<file path="src/rtl/pipe_stage_reg.sv">
// pipe_stage_reg: a pipeline register stage with a skid buffer, flush and hazard
// bubble insertion. The main register feeds the output. The skid register catches
// the one entry that is accepted while downstream stalls.
// Optional feature: define PIPE_STAGE_PERF_EN to add the saturating bubble_cnt
// and stall_cnt performance counters.
module pipe_stage_reg #(
    parameter int unsigned          DATA_W         = 96,
    parameter int unsigned          CTRL_W         = 8,
    parameter logic [CTRL_W-1:0]    CTRL_KEEP_MASK = {CTRL_W{1'b0}}
) (
    input  logic              clk,
    input  logic              rst_n,
    input  logic              in_valid,
    output logic              in_ready,
    input  logic [CTRL_W-1:0] in_ctrl,
    input  logic [DATA_W-1:0] in_data,
    output logic              out_valid,
    input  logic              out_ready,
    output logic [CTRL_W-1:0] out_ctrl,
    output logic [DATA_W-1:0] out_data,
    input  logic              flush,
    input  logic              hazard
`ifdef PIPE_STAGE_PERF_EN
    ,
    output logic [15:0]       bubble_cnt,
    output logic [15:0]       stall_cnt
`endif
);

    typedef enum logic [1:0] {
        EMPTY = 2'd0,
        FULL  = 2'd1,
        SKID  = 2'd2
    } state_t;

    state_t            r_state;
    logic [CTRL_W-1:0] r_main_ctrl;
    logic [DATA_W-1:0] r_main_data;
    logic [CTRL_W-1:0] r_skid_ctrl;
    logic [DATA_W-1:0] r_skid_data;

    logic w_main_valid;
    logic w_skid_valid;
    logic w_accept;
    logic w_consume;

    // The valid bits follow from the state encoding, so they cannot disagree with it
    assign w_main_valid = (r_state == FULL) || (r_state == SKID);
    assign w_skid_valid = (r_state == SKID);

    // in_ready does not look at in_valid, which avoids a combinational loop with upstream
    assign in_ready  = !w_skid_valid && !hazard;
    assign w_accept  = in_valid && in_ready;
    assign w_consume = w_main_valid && out_ready;

    assign out_valid = w_main_valid;
    assign out_data  = r_main_data;
    assign out_ctrl  = w_main_valid ? r_main_ctrl : (r_main_ctrl & CTRL_KEEP_MASK);

    // Stage FSM and storage: flush wins over everything; consume in the flush cycle still completes downstream
    always_ff @(posedge clk or negedge rst_n) begin
        if (!rst_n) begin
            r_state     <= EMPTY;
            r_main_ctrl <= '0;
            r_main_data <= '0;
            r_skid_ctrl <= '0;
            r_skid_data <= '0;
        end else if (flush) begin
            r_state     <= EMPTY;
            r_main_ctrl <= r_main_ctrl & CTRL_KEEP_MASK;
            r_skid_ctrl <= r_skid_ctrl & CTRL_KEEP_MASK;
        end else begin
            case (r_state)
                EMPTY: begin
                    if (w_accept) begin
                        r_main_ctrl <= in_ctrl;
                        r_main_data <= in_data;
                        r_state     <= FULL;
                    end
                end
                FULL: begin
                    if (w_accept && w_consume) begin
                        r_main_ctrl <= in_ctrl;
                        r_main_data <= in_data;
                    end else if (w_accept) begin
                        r_skid_ctrl <= in_ctrl;
                        r_skid_data <= in_data;
                        r_state     <= SKID;
                    end else if (w_consume) begin
                        r_state     <= EMPTY;
                    end
                end
                SKID: begin
                    if (w_consume) begin
                        r_main_ctrl <= r_skid_ctrl;
                        r_main_data <= r_skid_data;
                        r_state     <= FULL;
                    end
                end
                default: r_state <= EMPTY;
            endcase
        end
    end

`ifdef PIPE_STAGE_PERF_EN
    logic [15:0] r_bubble_cnt;
    logic [15:0] r_stall_cnt;

    // Saturating occupancy counters; flush does not clear them, so they span whole runs
    always_ff @(posedge clk or negedge rst_n) begin
        if (!rst_n) begin
            r_bubble_cnt <= '0;
            r_stall_cnt  <= '0;
        end else begin
            if (!w_main_valid && (r_bubble_cnt != 16'hFFFF))
                r_bubble_cnt <= r_bubble_cnt + 16'd1;
            if (w_main_valid && !out_ready && (r_stall_cnt != 16'hFFFF))
                r_stall_cnt <= r_stall_cnt + 16'd1;
        end
    end

    assign bubble_cnt = r_bubble_cnt;
    assign stall_cnt  = r_stall_cnt;
`endif

endmodule

</file>
<file path="config.mk">
export PLATFORM = sky130hd
export DESIGN_NAME = pipe_stage_reg
export DESIGN_NICKNAME = d
export VERILOG_FILES = /design/src/rtl/pipe_stage_reg.sv
export SDC_FILE = /design/constraint.sdc
export NUM_CORES = 1
export LEC_CHECK = 0
export ABC_AREA = 1
export BUFFER_PORTS_ARGS = -buffer_cell sky130_fd_sc_hd__buf_2
export CORE_AREA = 2 2 144 146
export CTS_BUF_LIST = sky130_fd_sc_hd__clkbuf_16
export DETAILED_ROUTE_END_ITERATION = 10
export DIE_AREA = 0 0 146 148
export GPL_ROUTABILITY_DRIVEN = 0
export GPL_TIMING_DRIVEN = 0
export HOLD_SLACK_MARGIN = 0.1
export PLACE_DENSITY = 0.78
export SKIP_CTS_REPAIR_TIMING = 1
export SYNTH_ARGS = -nofsm -noshare
export SYNTH_HDL_FRONTEND = slang
export SYNTH_SLANG_ARGS = --single-unit
</file>
<file path="constraint.sdc">
create_clock -name clk -period 1.6 [get_ports clk]
set_input_delay 0.24 -clock clk [delete_from_list [all_inputs] [get_ports clk]]
set_output_delay 0.24 -clock clk [all_outputs]
set_load 0.01 [all_outputs]
</file>
==> results.md <==
- Status: finished, violations left
- Violated checks: negative setup slack
- # IOs: 216
- H-Tree Depth: 1
- # setup viols final: 218
- GR Overflow Total: 0
- Synth Cell Area: 0.00971 mm2
- CP max FO: 6
- Port Buffers: 215
- Global-route wire length before repair: 40600 um
- Reg clk slew, reported paths: 0.06 ns
- CTS sink cnt: 210
- Crit-path slowest cell: dfrtp_1
- Antenna violations before repair: 0
- Die area: 0.0216 mm2
- RR Endpoint: r_skid_ctrl[4]$_DFFE_PN0P_
- VDD IR max: 0.964 mV
- Non-Filler Instances: 1755
- Post-Syn Nets: 1189
- Setup crit start kind: register
- Vias in the first global route: 7941
- Number of synthesized register bits: 210
- Pwr/cell area: 1660 mW/mm2
- Synth Warn #: 0
- Die height: 148 um
- Die Wd: 146 um
- HP Start: hazard
- Placed cell area: 0.0113 mm2
- Worst path cell trace: inv_2 > ha_4 > buf_8 > nand2_8 > nand4_4 > nor2_4 > buf_12 > buf_12 > clkbuf_16 > clkbuf_16 > nand2_2 > o21ai_1
- FP Rows: 52
- DRC Markers: 0
- Vias after detailed routing: 9274
- CP arrival: 2.35 ns
- Worst Slack Setup Final: -0.335 ns
- Worst r2r src: r_state[1]$_DFFE_PN0P_
- Initial DRC Count: 540
- Hold Slack: 0.238 ns
- WL final: 33200 um
- Via density: 5.28
- Global Route Usage Sum: 22.8%
- Initial Utilization: 48.4%
- Achievable Freq: 0.517 GHz
- Final ANT Viol Nets: 0
- CP max stage delay: 0.41 ns
- CTS tree: done
- Min Clock Period, post-route: 1.94 ns
- DR WL/cell: 18.9 um
- Yosys cell types: 25
- Clock root buffer: clkbuf_16
- Pin count of the biggest net entering global routing: 122
- Max cap viols: 0
- Slew @ Worst Pin: 0.696 ns
- Max_slew headroom: 53.6%
- Setup Skew: 0.0157 ns
- Leakage Power: 7.77 nW
- Slew Limit Fails: 0
- Final net count: 1583
- WHS Endpoint: r_state[1]$_DFFE_PN0P_
- CP Class: register to register
- Final Hold Vio Count: 0
- Unrepaired setup endpoints after global routing: true
- Sequential area share after synthesis: 54.1%
- Area delta synth->final: 58.6%
- R2R setup slack: -0.34 ns
- Pre-Repair DR Iteration Count: 5
- Hold Path Depth: 6
- Dpl hpwl: 17000 um
- Layout fillers: 1226
- Core area: 0.0200 mm2
- Worst min-delay path class: input port to register
- Cts bufs inserted: 23
- Antenna Cells: 0
- Crit. End Element: register
- Longest Clk Path Bufs: 3
- Layout cells sized above 1: 47.1%
- Gate Count Post-Synth: 1075
- Dpl cells: 1561
- Syn Area/Cell: 9.03 um2
- Reg2reg path depth: 12
- Critical Path RT: 2.02 ns
- Multi-input gate area: 0.00465 mm2
- Setup tns final: -50.95 ns
- Period utilisation layout: 121%
- Reg area: 0.00526 mm2
- Final Cell Area: 0.0154 mm2
- Worst-skew pair later-pin latency: 0.51 ns
[worst max path at each step]
stage | from | to | slack, ns | cells after the start
global route | r_state[1]$_DFFE_PN0P_ | r_skid_ctrl[4]$_DFFE_PN0P_ | -0.44 | 12
detailed placement | r_state[0]$_DFFE_PN0P_ | out_data[73]$_DFFE_PN0P_ | -0.47 | 9
CTS | r_state[0]$_DFFE_PN0P_ | out_data[71]$_DFFE_PN0P_ | -0.49 | 9
finish | r_state[1]$_DFFE_PN0P_ | r_skid_ctrl[4]$_DFFE_PN0P_ | -0.34 | 12
global placement | rst_n | r_skid_data[73]$_DFFE_PN0P_ | -3.32 | 1
floorplan | r_state[1]$_DFFE_PN0P_ | r_skid_data[0]$_DFFE_PN0P_ | -0.1 | 10
[synthesized netlist by cell type]
| library cell | number | share of area [%] |
|---|---|---|
| nand2_1 | 296 | 11 |
| dfrtp_1 | 210 | 54 |
| inv_1 | 117 | 4.5 |
| o21ai_0 | 93 | 4.8 |
| o21ai_2 | 85 | 7.7 |
| o21a_1 | 55 | 4.3 |
| a21oi_1 | 50 | 2.6 |
| nor2_1 | 44 | 1.7 |
| o21ai_1 | 31 | 1.6 |
| buf_6 | 27 | 3.1 |
| buf_2 | 22 | 1.1 |
| clkbuf_1 | 12 | 0.46 |
| nand3_1 | 10 | 0.52 |
| buf_4 | 8 | 0.62 |
| ha_1 | 4 | 0.52 |
| nand2_2 | 2 | 0.13 |
| a21oi_2 | 1 | 0.090 |
| inv_2 | 1 | 0.039 |
| nand2_4 | 1 | 0.12 |
| nand3b_1 | 1 | 0.077 |
| nand4_2 | 1 | 0.13 |
| nor2_2 | 1 | 0.064 |
| nor2_4 | 1 | 0.12 |
| nor3b_1 | 1 | 0.077 |
| or2_2 | 1 | 0.064 |
[cell families after synthesis]
logic type,share of synthesized area (%)
flip-flops,54.1
AO/OA/AOI/OAI,21.0
AND/OR/NAND/NOR,14.4
adder cells (fa/ha/maj),0.516
buffers and inverters,9.91
[through the flow]
step	total power, mW	util, %	setup slack (ns)
detailed placement	16.7	56.2	-0.469
global route	26.9	76.8	-0.441
floorplan	14.0	-	-0.0981
CTS	21.7	59.6	-0.490
global placement	16.4	56.0	-3.32
finish	25.6	76.8	-0.335
[routing by layer]
metal | share of wire (%) | GRT usage [%]
met1 | 39 | 31.7
met4 | 3.1 | 6.60
met5 | 0 | 0
met2 | 52 | 37.0
met3 | 6.1 | 4.23
[placed cells by master, fill, tap and decap left out, types with 16 or more instances in the layout]
master         count
a21oi_2           37
buf_12            24
buf_2            221
buf_6             18
buf_8             16
clkbuf_16         53
dfrtp_1          210
dlygate4sd3_1    105
inv_1            114
nand2_1          151
nand2_2           71
nand2_4           75
nor2_1            42
o21a_1            55
o21ai_0           45
o21ai_1           36
o21ai_2          128
[critical path, delay by kind of cell, from the launching register on]
family / cells / cell delay [ns]
fa+ha+maj: 1 / 0.20
simple gates: 4 / 0.37
buf+inv: 6 / 0.79
compound gates: 1 / 0.09
flops: 1 / 0.41
[final cells by class]
type | count | area share (%)
buffer | 69 | 5.57
clock buffer | 23 | 3.74
clock inverter | 18 | 0.740
inverter | 118 | 2.89
multi-input combinational | 678 | 30.2
sequential | 210 | 34.1
tap | 270 | 2.19
timing repair buffer | 369 | 20.5
[registers in the layout (all words and copies together) (netlist names)]
signal and count:
r_main_ctrl 8, out_data 96, r_skid_data 96, r_skid_ctrl 8, r_state 2
[where the power goes]
part	leakage, nW	internal [mW]	switching (mW)
registers	2.56	7.82	1.66
clock network	0.343	2.77	2.22
logic	4.87	5.20	5.92
(Power assumes the default switching activity.)
